--- config.mk ---
export PLATFORM = sky130hd
export DESIGN_NAME = boreal_safety_monitor
export DESIGN_NICKNAME = d
export VERILOG_FILES = /design/src/rtl/boreal_safety_monitor.sv
export SDC_FILE = /design/constraint.sdc
export NUM_CORES = 1
export LEC_CHECK = 0
export ABC_AREA = 1
export CORE_MARGIN = 2
export CORE_UTILIZATION = 45
export DETAILED_ROUTE_END_ITERATION = 10
export PLACE_DENSITY = 0.83
export SYNTH_ARGS = -nofsm -noshare
export SYNTH_HDL_FRONTEND = slang
export SYNTH_SLANG_ARGS = --single-unit
export TNS_END_PERCENT = 100
--- constraint.sdc ---
create_clock -name clk_50m -period 4 [get_ports clk_50m]
set_input_delay 0.8 -clock clk_50m [delete_from_list [all_inputs] [get_ports clk_50m]]
set_output_delay 0.8 -clock clk_50m [all_outputs]
set_load 0.03 [all_outputs]
--- src/rtl/boreal_safety_monitor.sv ---
// Runtime invariant checker between the intent decoder/HID framer and the output stage.
// Watches tier-vs-intent, frame-ID continuity and HID report cadence; latches sticky
// violation flags plus gap/period telemetry, and drives a sticky halt to the motion path.
module boreal_safety_monitor #(
  parameter int NUM_AXES    = 2,
  parameter int AXIS_W      = 16,
  parameter int FRAME_W     = 8,
  parameter int TIER_W      = 2,
  parameter int HALT_TIER   = 3,
  parameter int CNT_W       = 17,
  parameter int HID_MIN_CYC = 45000,
  parameter int HID_MAX_CYC = 55000
) (
  input  logic                       clk_50m,
  input  logic                       rst,
  input  logic [TIER_W-1:0]          safety_tier,
  input  logic [NUM_AXES*AXIS_W-1:0] intent_flat,
  input  logic                       frame_valid,
  input  logic [FRAME_W-1:0]         frame_id,
  input  logic                       hid_valid,
  input  logic                       clear,
  output logic [3:0]                 viol_flags,
  output logic                       viol_any,
  output logic                       force_halt,
  output logic [CNT_W-1:0]           frame_gap_cnt,
  output logic [FRAME_W-1:0]         last_gap,
  output logic [CNT_W-1:0]           hid_period,
  output logic [1:0]                 mon_state
);

  typedef enum logic [1:0] {
    StIdle    = 2'd0,
    StArmed   = 2'd1,
    StTripped = 2'd2
  } state_e;

  localparam logic [CNT_W-1:0] CntMax = '1;
  localparam logic [CNT_W-1:0] HidMin = CNT_W'(HID_MIN_CYC);
  localparam logic [CNT_W-1:0] HidMax = CNT_W'(HID_MAX_CYC);

  state_e             state_q, state_d;
  logic               have_ref, have_hid, hid_q;
  logic [CNT_W-1:0]   hid_cnt;
  logic [FRAME_W-1:0] prev_id, exp_id;
  logic               hid_rise, motion_viol, gap_viol, fast_viol, tout_viol;
  logic [3:0]         new_flags, flags_d;
  logic [CNT_W-1:0]   gap_base;

  // Per-cycle violation detection; all checks stay live in every state.
  always_comb begin
    exp_id      = prev_id + FRAME_W'(1);
    hid_rise    = hid_valid & ~hid_q;
    // Any nonzero axis is equivalent to any nonzero bit of the flattened bus.
    motion_viol = (safety_tier == TIER_W'(HALT_TIER)) && (|intent_flat);
    gap_viol    = frame_valid && have_ref && (frame_id != exp_id);
    fast_viol   = hid_rise && have_hid && (hid_cnt < HidMin);
    // A rise in the timeout cycle is a legal report, not a timeout.
    tout_viol   = have_hid && !hid_rise && (hid_cnt == HidMax);
    new_flags   = {tout_viol, fast_viol, gap_viol, motion_viol};
    // clear provides the base value; a same-cycle violation still lands on top of it.
    flags_d     = (clear ? 4'b0000 : viol_flags) | new_flags;
    gap_base    = clear ? '0 : frame_gap_cnt;
  end

  // Monitor state: any new violation trips, first event arms, clear returns to idle.
  always_comb begin
    state_d = clear ? StIdle : state_q;
    if (|new_flags) begin
      state_d = StTripped;
    end else if (state_d == StIdle && (frame_valid || hid_rise)) begin
      state_d = StArmed;
    end
  end

  assign mon_state = state_q;

  // All monitor state and registered outputs.
  always_ff @(posedge clk_50m or posedge rst) begin
    if (rst) begin
      state_q       <= StIdle;
      have_ref      <= 1'b0;
      have_hid      <= 1'b0;
      hid_q         <= 1'b0;
      hid_cnt       <= '0;
      prev_id       <= '0;
      viol_flags    <= 4'b0000;
      viol_any      <= 1'b0;
      force_halt    <= 1'b0;
      frame_gap_cnt <= '0;
      last_gap      <= '0;
      hid_period    <= '0;
    end else begin
      state_q    <= state_d;
      hid_q      <= hid_valid;
      viol_flags <= flags_d;
      viol_any   <= |flags_d;
      force_halt <= (force_halt & ~clear) | motion_viol | tout_viol;

      // Frame continuity tracking.
      if (frame_valid) begin
        prev_id  <= frame_id;
        have_ref <= 1'b1;
      end else if (clear) begin
        have_ref <= 1'b0;
      end

      if (gap_viol) begin
        frame_gap_cnt <= (gap_base == CntMax) ? gap_base : gap_base + CNT_W'(1);
        last_gap      <= frame_id - exp_id;
      end else if (clear) begin
        frame_gap_cnt <= '0;
        last_gap      <= '0;
      end

      // HID period counter; the first rise only establishes the reference.
      if (hid_rise) begin
        hid_cnt  <= CNT_W'(1);
        have_hid <= 1'b1;
        if (have_hid) begin
          hid_period <= hid_cnt;
        end else if (clear) begin
          hid_period <= '0;
        end
      end else if (clear) begin
        hid_cnt    <= '0;
        have_hid   <= 1'b0;
        hid_period <= '0;
      end else if (have_hid && hid_cnt != CntMax) begin
        hid_cnt <= hid_cnt + CNT_W'(1);
      end
    end
  end

endmodule

# ---- Yosys cells after proc, flatten, opt, wreduce, memory -nomap -nowiden
# Index checks and enable logic that the tools add are counted.
dict set report op_classes {
  n_lt_le_gt_ge 1
  n_eq_ne 5
  div_mod_pow 0
  mux 18
  addsub 4
  n_reduce_logical 19
  multipliers 0
  n_bitwise 7
  n_shift 0
}
# operator count
set op_table {}
lappend op_table {{two-way mux 17 bit} 9}
lappend op_table {{adder 17 x 1 -> 17 bit (second input constant)} 2}
lappend op_table {{OR reduction 32 bit} 1}
lappend op_table {{equality test 17 x 16 -> 1 bit (second input constant)} 1}
lappend op_table {{equality test 17 bit (second input constant)} 1}
lappend op_table {{< comparator 17 x 16 -> 1 bit (second input constant)} 1}
lappend op_table {{!= test 17 bit (second input constant)} 1}
lappend op_table {{two-way mux 8 bit} 2}
lappend op_table {{logical AND 1 bit} 9}
lappend op_table {{adder 8 x 1 -> 8 bit (second input constant)} 1}
lappend op_table {{!= test 8 bit} 1}
lappend op_table {{OR reduction 4 bit} 2}
lappend op_table {{subtractor 8 bit} 1}
lappend op_table {{two-way mux 2 bit} 3}
lappend op_table {{nonzero test 2 bit} 3}
lappend op_table {{two-way mux 4 bit} 1}
lappend op_table {{bitwise OR 4 bit} 1}
lappend op_table {{two-way mux 1 bit} 3}
lappend op_table {{nonzero test 3 bit} 1}
lappend op_table {{AND 1 bit} 2}
lappend op_table {{equality test 2 bit (second input constant)} 1}
lappend op_table {{logical NOT 2 bit} 1}
lappend op_table {{inverter 1 bit} 2}
lappend op_table {{bitwise OR 1 bit} 2}
lappend op_table {{other kinds (2)} 2}
dict set report totals {
  reg_bits 78
  latch_bits 0
  out_inout_bits 50
  mem_bits_rw 0
  word_cells 66
  inputBits 47
  mem_bits_ro 0
  mem_count 0
}

# ---- Logic depth before layout (Yosys ltp)
dict set report logic_depth {
  depth_word 7
  mapped_depth 14
  ltp_nobuf 14
}

# ---- Worst setup path before layout
# No wires, ideal clock.
dict set report synth_path {
  path_kind {input to register}
  from {input clear}
  to {register frame_gap_cnt[13]}
  stages 12
  arrival_ns 2.115
  setup_slack_ns 1.820
  t_required_ns 3.935
  setup_ns 0.065
  path_buffers 2
  cell_sequence {inv_4 -> buf_4 -> nand2_1 -> inv_1 -> ha_1 -> nand3_2 -> nor2_2 -> nand3_2 -> buf_6 -> nand3_1 -> nand2_1 -> nand2_1}
}
dict set report synth_via {
  elab_chain_len 4
  elab_cells_between_ends 5
  classes_between {add/sub (1); eq/ne (1); mux (3)}
}
# item line
set synth_lines {}
lappend synth_lines {{start: declaration} 21} ;# input logic clear,
lappend synth_lines {{two-way mux 17 bit *} --}
lappend synth_lines {{adder 17 x 1 -> 17 bit / equality test 17 bit (equally long branches)} 108} ;# frame_gap_cnt <= (gap_base == CntMax) ? gap_base : gap_base + CNT_W'(1);
lappend synth_lines {{two-way mux 17 bit} 108}
lappend synth_lines {{two-way mux 17 bit *} 107} ;# if (gap_viol) begin
lappend synth_lines {{end signal: assignment} 108}
lappend synth_lines {{end: declaration} 25} ;# output logic [CNT_W-1:0] frame_gap_cnt,
# Every way passes the cells marked *; elsewhere a longest branch is shown, timed or not.
# A chain may end at the register's enable or synchronous reset.

# ---- Worst setup path after layout
dict set report layout_path {
  from {input clear}
  to {register frame_gap_cnt[0]}
}
# The elaborated chain is that of the path after synthesis.

==> qor.yml <==
clock_network:
  cts-root-buf: "clkbuf_8"
  cts_setup_buffers: 0
  clkTransAtPathRegs_ps: 80
  clkLatencyLatePin_ps: 350
  postCtsResizedCells: 0
  clock-sinks: 78
  cts_max_path_buffers: 2
  cts_hold_buf: 0
  htree_levels: 3
  cts_tree: "done"
  cts_made_buffers: 9
layout:
  layout.nets: 821
  antenna_cells: 0
  stdcell_count: 900
  fin_area_um2: 5957
  fill_cells: 959
  area_delta_synth_final_pct: 26.72
  fin_util_pct: 58.22
  drive_gt1_share_pct: 5.628
timing:
  finalCritPeriodShare_pct: 70.26
  hold_viol: 0
  period_minus_slack_ps: 2810
  finalSetupViolCount: 0
  setup_ws_ps: 1190
  rsz0062_at_grt: "false"
  fmax_mhz: 355.8
  slew_headroom_pct: 51.46
  worstMarginPinSlew_ps: 727.2
  drv_slew: 0
  timing.hold.ws_ps: 493.9
  finalClockSkew_ps: 9.145
  finalSetupTns_ps: 0
critical_path:
  crit_arrival_ps: 3090
  cp-end-kind: "register"
  crit_required_ps: 4280
  crit_path_start_kind: "input pin"
  r2r-end: "frame_gap_cnt[0]"
  cp-endpoint: "frame_gap_cnt[0]"
  rrSetupSlack_ps: 1320
  crit_fanout: 29
  r2r_start: "prev_id[1]"
  crit_type: "input pin to register"
  startpoint: "clear"
  reg2reg_depth: 13
die:
  ios: 97
  dieHeight_um: 106.2
  start_util_pct: 45.95
  core.rowCount: 37
  core_area_um2: 10230
  die_area_um2: 11280
  die_width_um: 106.2
outcome:
  status: "complete, no violations"
drt:
  wire_per_inst_um: 12.88
  drt_wl_total_um: 11590
  antenna_left: 0
  routed_via_density: 5.133
  vias: 4620
  drt-initial-drc-count: 273
  drc: 0
  firstDrtPassIters: 5
global_route:
  first_global_vias: 4431
  overflow: 0
  antenna_found_initial: 0
  grt_pass1_wl_um: 20130
  grt_use_total_pct: 22.06
  grt_max_degree: 42
synthesis:
  synth-seq-cells: 78
  synth_xor_area_share_pct: 2.795
  synthAdderAreaFrac_pct: 3.620
  syn_area_um2: 4701
  synth-simple-area-share_pct: 35.27
  avgSynthCellArea_um2: 7.079
  ys_types: 29
  yosysSeqAreaShare_pct: 41.52
  syn_nets: 724
  synth_compound_area_share_pct: 7.080
  synth_top_family_by_area: "simple AND/OR/NAND/NOR gates"
  yosys_warnings: 0
  postSynthCellCount: 664
  synth.area.mux_share_pct: 0
power_and_ir_drop:
  vdd_drop_max_mv: 0.2311
  finalPower_mw: 1.797
  p_per_area_nw_per_um2: 301.7
  p_leak_nw: 2.826
placed_design:
  dpl_worst_slack_ps: 929.5
  dp_hpwl_um: 8660
  placed_cell_area_um2: 5781
  place_congestion: 0.9836
  port_buffers: 96
  dp_cells: 886
worst_hold_path:
  hold_start: "have_ref"
  min_path_type: "register to register"
run:
  cap_violations: 0
-- cells in the final DEF (no fill, tap or decap), drive strengths merged, types with 2 or more instances in the layout --
cell           count
a21oi             11
buf                6
clkbuf             9
clkdlybuf4s50     96
clkinv             4
dfrtp             78
ha                12
inv               94
nand2            190
nand3             81
nand4             14
nor2              85
nor3              13
o21ai             48
xnor2              2
xor2              13
-- logic make-up after synthesis --
kind of cell             count (synthesis)
XOR/XNOR                                15
AND/OR/NAND/NOR                        383
buffers and inverters                  111
adder cells (fa/ha/maj)                 13
flip-flops                              78
AO/OA/AOI/OAI                           64
-- sequential cells by signal (all words and copies together), names as in the netlist --
| register | flops |
|---|---|
| frame_gap_cnt | 17 |
| hid_cnt | 17 |
| hid_period | 17 |
| last_gap | 8 |
| prev_id | 8 |
| viol_flags | 4 |
| mon_state | 2 |
| force_halt | 1 |
| have_hid | 1 |
| have_ref | 1 |
| hid_q | 1 |
| viol_any | 1 |
-- cells in the mapped netlist (all sizes together) --
master | n | area (um^2)
nand2 | 190 | 720.7
nand3 | 81 | 420.4
xor2 | 13 | 113.9
a31oi | 1 | 6.260
fa | 1 | 20.02
nor3 | 13 | 65.06
a211oi | 1 | 7.510
a221oi | 1 | 8.760
nor2 | 85 | 364.1
a22oi | 1 | 7.510
nand4 | 14 | 87.58
ha | 12 | 150.1
dfrtp | 78 | 1952
inv | 95 | 359.1
clkbuf | 5 | 18.77
buf | 11 | 78.82
a21oi | 11 | 55.05
xnor2 | 2 | 17.52
o21bai | 1 | 7.510
o21ai | 48 | 240.2
-- worst min-delay path by stage --
stage | depth (start not counted) | slack [ps] | endpoint
detailed placement | 2 | 480 | have_ref
floorplan | 2 | 440 | have_ref
finish | 2 | 490 | have_ref
global placement | 2 | 480 | have_ref
global route | 2 | 530 | have_ref
CTS | 2 | 490 | have_ref
-- area by class of cell --
| type | instances | area (um^2) | area share (%) |
|---|---|---|---|
| inverters | 95 | 360.3 | 6.049 |
| multi-input cells | 475 | 2292 | 38.48 |
| well taps | 136 | 170.2 | 2.857 |
| repair buffers | 102 | 1006 | 16.89 |
| clock buffers | 9 | 123.9 | 2.079 |
| flip-flops and latches | 78 | 1952 | 32.77 |
| clock inverters | 5 | 52.55 | 0.8822 |
-- where the power goes --
group | switching [mW] | internal [mW]
Sequential | 0.0254 | 0.826
Clock | 0.289 | 0.278
Combinational | 0.225 | 0.153
Total | 0.539 | 1.26
-- critical path, stage by stage --
cell and delay, ps:
clkdlybuf4s50_1 470, inv_4 280, nand2_1 120, inv_1 140, ha_1 280, nand3_1 130
nor2_2 210, nand2_1 70, nor2_1 100, nand3_1 160, nand2_1 150, nand2_1 80
nand2_1 90
-- metal layers --
layer / up-vias / share of wire (%) / track usage, %
li1: 2307 / - / -
met1: 2090 / 45 / 29.94
met2: 208 / 45 / 34.34
met3: 15 / 9.0 / 5.028
met4: 0 / 1.8 / 8.553
met5: - / 0 / 0
Power figures use the tool's default switching activity.
==> RTL change 1 (same settings) <==
`CNT_W`: 17 -> 15.
--- a/src/rtl/boreal_safety_monitor.sv
+++ b/src/rtl/boreal_safety_monitor.sv
@@ -8,5 +8,5 @@
   parameter int TIER_W      = 2,
   parameter int HALT_TIER   = 3,
-  parameter int CNT_W       = 17,
+  parameter int CNT_W       = 15,
   parameter int HID_MIN_CYC = 45000,
   parameter int HID_MAX_CYC = 55000
Ports: changed (resized frame_gap_cnt and hid_period); port bits go from 97 to 93. The function was not compared with the original's and may differ.
==> RTL change 1 against the original RTL <==
Worst setup slack got worse by 0.11 ns. Power up 4.0%. Die area fell by 3.9%. Global-route usage decreased by 0.29 points. Fmax down 3.9%. Cell area fell by 3.8%. Sequential power is 6.9% lower. Non-clock buffer count decreased by 6. Clock power up 23%. Wire length fell by 2.5%. Area after synthesis fell by 4.1%. Core utilization increased by 0.66 points. Critical path depth is 2 lower. Sequential cell count fell by 6.
==> RTL change 1: results (changes against the original RTL) <==
| Metric | Value |
|---|---|
| Vias in the first global route | `4235 (was 4431)` |
| Setup bufs post-CTS | `0 (unchanged)` |
| NumNets Final | `763 (was 821)` |
| Final Instance Count excl. Fillers | `841 (was 900)` |
| Hold Path End | `have_ref (unchanged)` |
| Largest net degree at the start of global routing | `51 (was 42)` |
| Placed cell area | `0.00549 mm2 (was 0.00578 mm2)` |
| Reg2Reg Depth | `12 (was 13)` |
| Ys async rst share | `100% (unchanged)` |
| Worst-margin pin slew | `0.854 ns (was 0.727 ns)` |
| Crit Path Max Fanout | `50 (was 29)` |
| Synth warnings | `0 (unchanged)` |
| Port Buf Inserts | `92 (was 96)` |
| Pleak | `2.66 nW (was 2.83 nW)` |
| RR Startpoint | `prev_id[1] (unchanged)` |
| Layout fillers | `908 (was 959)` |
| Peak VDD IR | `145 uV (was 231 uV)` |
| Dpl hpwl | `8390 um (was 8660 um)` |
| Status | `complete, no violations (unchanged)` |
| CTS root buffer | `clkbuf_8 (unchanged)` |
| Register area share after synthesis | `40.0% (was 41.5%)` |
| Placed cell count | `826 (was 886)` |
| Clock transition at the registers of the reported paths | `0.07 ns` |
| R2R Path End | `last_gap[0] (was frame_gap_cnt[0])` |
| Layout cells sized above 1 | `6.92% (was 5.63%)` |
| Post-synth top cells | `nand2_1 (163), nand3_1 (80), nor2_1 (74) (was nand2_1 (187), inv_1 (89), dfrtp_1 (78), nand3_1 (78), nor2_1 (75))` |
| First-pass GRT wire length | `19300 um (was 20100 um)` |
| Ant diodes | `0 (unchanged)` |
| Pint | `0.00135 W (was 0.00126 W)` |
| Initial DRC Count | `323 (was 273)` |
| Syn nets | `676 (was 724)` |
| Library cells used by synthesis | `31 (was 29)` |
| Final WL | `11300 um (was 11600 um)` |
| Most area-consuming cells after synthesis | `dfrtp_1 (40%), nand2_1 (14%), nand3_1 (8.9%) (was dfrtp_1 (42%), nand2_1 (15%), nand3_1 (8.3%))` |
| Mapped Avg Cell Area | `7.31 um2 (was 7.08 um2)` |
| GP Congestion | `0.885 (was 0.984)` |
| Synth Flop Type | `dfrtp_1 (unchanged)` |
| CP arrival | `3.15 ns (was 3.09 ns)` |
| Top flop regs | `frame_gap_cnt x15, hid_cnt x15, hid_period x15 (was frame_gap_cnt x17, hid_cnt x17, hid_period x17)` |
| Antenna violations before repair | `0 (unchanged)` |
| Routed vias/inst | `5.20 (was 5.13)` |
| Gr usage total | `21.8% (was 22.1%)` |
| Final clock skew | `0.0126 ns (was 0.00914 ns)` |
RTL change 1: cell types whose count changed after synthesis, moves of 3 or more:
cell and delta:
nand4_1 +5, a21oi_1 -5, nand2_1 -24, o21ai_2 +4, buf_6 +4, nand2_4 +3
nor3_1 -7, dfrtp_1 -6, inv_1 -22
RTL change 1: area by class of cell:
type                            instances  share of cell area [%]
Multi-Input combinational cell        453                    39.9
Sequential cell                        72                    31.4
Timing Repair Buffer                   96                    16.8
Inverter                               72                    4.80
Tap cell                              133                    2.90
Clock buffer                           12                    2.53
Clock inverter                          3                    1.57
RTL change 1: power groups by stage:
stage          clock network [W]  registers (W)  logic [W]
2_1_floorplan                  0       0.000854   0.000186
3_3_place_gp                   0       0.000806   0.000370
3_5_place_dp                   0       0.000807   0.000379
4_1_cts                 0.000709       0.000793   0.000381
5_1_grt                 0.000738       0.000798   0.000422
6_report                0.000697       0.000793   0.000379
RTL change 1: how the worst max path moves through the flow:
stage           from          endpoint  slack (ns)  depth (start not counted)
2_1_floorplan    rst        force_halt        1.38                          1
3_3_place_gp   clear  frame_gap_cnt[3]        0.84                         11
3_5_place_dp   clear  frame_gap_cnt[2]        0.77                         11
4_1_cts        clear  frame_gap_cnt[2]        1.12                         11
5_1_grt        clear  frame_gap_cnt[3]        0.90                         11
6_report       clear  frame_gap_cnt[2]        1.08                         11
RTL change 1: metrics by stage:
step	util, %	worst slack, ns	hold WS (ns)
finish	58.9	1.08	0.485
global route	58.9	0.899	0.544
CTS	58.9	1.12	0.489
detailed placement	56.5	0.775	0.467
global placement	56.5	0.836	0.461
floorplan	-	1.38	0.442
RTL change 1: per-layer routing:
metal	track usage, %	part of all wire (%)	up-vias
met5	0	0	-
met4	7.14	1.7	0
met3	5.76	7.7	18
met2	35.9	47	162
met1	27.9	43	2040
li1	-	-	2154
RTL change 1: kinds of logic (layout without fill, tap and decap cells):
family                     after synthesis  after routing  share of synthesized area (%)
adders and majority gates               12             12                           3.50
buffers and inverters                   92            183                           9.30
AOI/OAI and AO/OA                       60             60                           7.36
xor gates and xnor gates                17             17                           3.30
DFF                                     72             72                           40.0
and+or+nand+nor                        364            364                           36.6
RTL change 1: worst max-delay path, stage by stage:
cell and delay, ns:
clkdlybuf4s50_1 0.54, clkinv_4 0.34, nand2_1 0.27, inv_1 0.14
ha_1 0.26, nand3_2 0.14, nor2_2 0.08, nand2_2 0.22
inv_1 0.10, o21ai_0 0.18, nand2_1 0.07
==> RTL change 2 (config.mk and constraints unchanged) <==
Without the edit above. Reset style: synchronous (`rst`), changed in one clocked block.
--- a/src/rtl/boreal_safety_monitor.sv
+++ b/src/rtl/boreal_safety_monitor.sv
@@ -76,5 +76,5 @@
 
   // All monitor state and registered outputs.
-  always_ff @(posedge clk_50m or posedge rst) begin
+  always_ff @(posedge clk_50m) begin
     if (rst) begin
       state_q       <= StIdle;
Behaviour: differs if rst is asserted again (counterexample within 4 cycles, from zero or initial values and one cycle with rst high); with rst held inactive, the same outputs for 10 cycles.
==> RTL change 2 against the original RTL <==
Cell area is 5.0% lower. Fmax is 6.2% lower. Sequential power is 3.9% lower. Die area is 5.6% lower. Worst setup slack worse by 0.19 ns. Wire length hardly changed. Area after synthesis is 5.8% lower. Register-to-register slack worse by 0.32 ns. Sequential share of layout area is 5.2 points lower. Power is 5.8% lower. Clock power is 6.2% higher. Sequential cell count stayed put. Clock skew is 0.0024 ns higher. Highest routed layer unchanged.
==> RTL change 2: results (changes against the original RTL) <==
| Metric | Value |
|---|---|
| R2R setup slack | `1.00 ns (was 1.32 ns)` |
| GP Congestion | `1.04 (was 0.984)` |
| Gr usage total | `22.9% (was 22.1%)` |
| Clock buffer depth | `2 (unchanged)` |
| Final WL | `11600 um (about the same)` |
| Routed vias/inst | `5.17 (was 5.13)` |
| Most area-consuming cells after synthesis | `dfxtp_1 (35%), nand2_1 (15%), nor2_1 (7.8%) (was dfrtp_1 (42%), nand2_1 (15%), nand3_1 (8.3%))` |
| Starting density of the core | `45.9% (about the same)` |
| Vias in the first global route | `4474 (was 4431)` |
| Ys async rst share | `0% (was 100%)` |
| Syn nets | `746 (was 724)` |
| Placement Setup Slack | `0.780 ns (was 0.929 ns)` |
| Rel. slew slack | `41.7% (was 51.5%)` |
| Layout cells sized above 1 | `6.55% (was 5.63%)` |
| Post-synth top cells | `nand2_1 (179), nor2_1 (92), dfxtp_1 (78) (was nand2_1 (187), inv_1 (89), dfrtp_1 (78), nand3_1 (78), nor2_1 (75))` |
| Synth warnings | `0 (unchanged)` |
| Setup bufs post-CTS | `0 (unchanged)` |
| Crit Path Max Fanout | `31 (was 29)` |
| # resized after CTS | `0 (unchanged)` |
| Dpl hpwl | `8620 um (was 8660 um)` |
| Initial DRC Count | `262 (was 273)` |
| Pleak | `2.29 nW (was 2.83 nW)` |
| Peak VDD IR | `147 uV (was 231 uV)` |
| Antenna violations before repair | `0 (unchanged)` |
| CP arrival | `3.23 ns (was 3.09 ns)` |
| Maximum clock frequency | `0.334 GHz (was 0.356 GHz)` |
| Library cells used by synthesis | `37 (was 29)` |
| Status | `complete, no violations (unchanged)` |
| Register area share after synthesis | `35.3% (was 41.5%)` |
| First-pass GRT wire length | `19500 um (was 20100 um)` |
| Largest net degree at the start of global routing | `34 (was 42)` |
| NumNets Final | `834 (was 821)` |
| Final clock skew | `0.0116 ns (was 0.00914 ns)` |
| Worst hold path type | `register to register (unchanged)` |
-- RTL change 2: where the power goes --
group | switching [W] | internal (W)
Clock | 0.000299 | 0.000303
Sequential | 0.0000188 | 0.000800
Combinational | 0.000154 | 0.000118
-- RTL change 2: stage by stage --
| step | total power [W] | utilization (%) | area, um2 | hold WS (ns) | cells |
|---|---|---|---|---|---|
| 4_1_cts | 0.00170 | 58.7 | 5660 | 0.473 | 912 |
| 6_report | 0.00169 | 58.7 | 5660 | 0.470 | 912 |
| 5_1_grt | 0.00177 | 58.7 | 5660 | 0.493 | 912 |
| 3_3_place_gp | 0.00110 | 56.6 | 5460 | 0.452 | 896 |
| 3_5_place_dp | 0.00111 | 56.6 | 5460 | 0.458 | 896 |
| 2_1_floorplan | 0.000996 | - | 4430 | 0.440 | 686 |
-- RTL change 2: path summary, 6_finish.rpt --
path,start,to,depth (start not counted)
max,prev_id[1],last_gap[7],12
min,hid_period[5],hid_period[5],2
max reg2reg,prev_id[1],last_gap[7],12
min reg2reg,hid_period[5],hid_period[5],2
-- RTL change 2: cell families (layout without fill, tap and decap cells) --
kind of cell	after synthesis	in the layout	synth area share [%]
AND/OR/NAND/NOR	380	380	37.7
AO/OA/AOI/OAI	108	108	12.6
buffers and inverters	101	194	9.41
flip-flops	78	78	35.3
adder cells (fa/ha/maj)	13	13	3.84
XOR/XNOR	6	6	1.19
-- RTL change 2: layout make-up --
type	count	area [um2]
multi-input cells	507	2450
clock buffers	10	138
inverters	79	299
clock inverters	6	61.3
well taps	133	166
flip-flops and latches	78	1560
repair buffers	99	983
fillers	915	3980
-- RTL change 2: per-layer routing --
| layer | global-route usage (%) | vias to the layer above | part of all wire, % |
|---|---|---|---|
| met2 | 38.8 | 181 | 47 |
| li1 | - | 2381 | - |
| met3 | 4.70 | 37 | 6.9 |
| met5 | 0 | - | 0 |
| met4 | 10.9 | 0 | 3.6 |
| met1 | 27.9 | 2112 | 42 |
-- RTL change 2: critical path: stages (launching register included) --
cell and delay [ns]:
dfxtp_1 0.36, ha_1 0.21, nand3_1 0.13, nand3b_1 0.19
xor2_1 0.15, ha_1 0.33, nand2_1 0.13, nor3_2 0.22
nand3_2 0.09, nand2_2 0.48, inv_2 0.31, nand3_1 0.18
a21oi_1 0.07
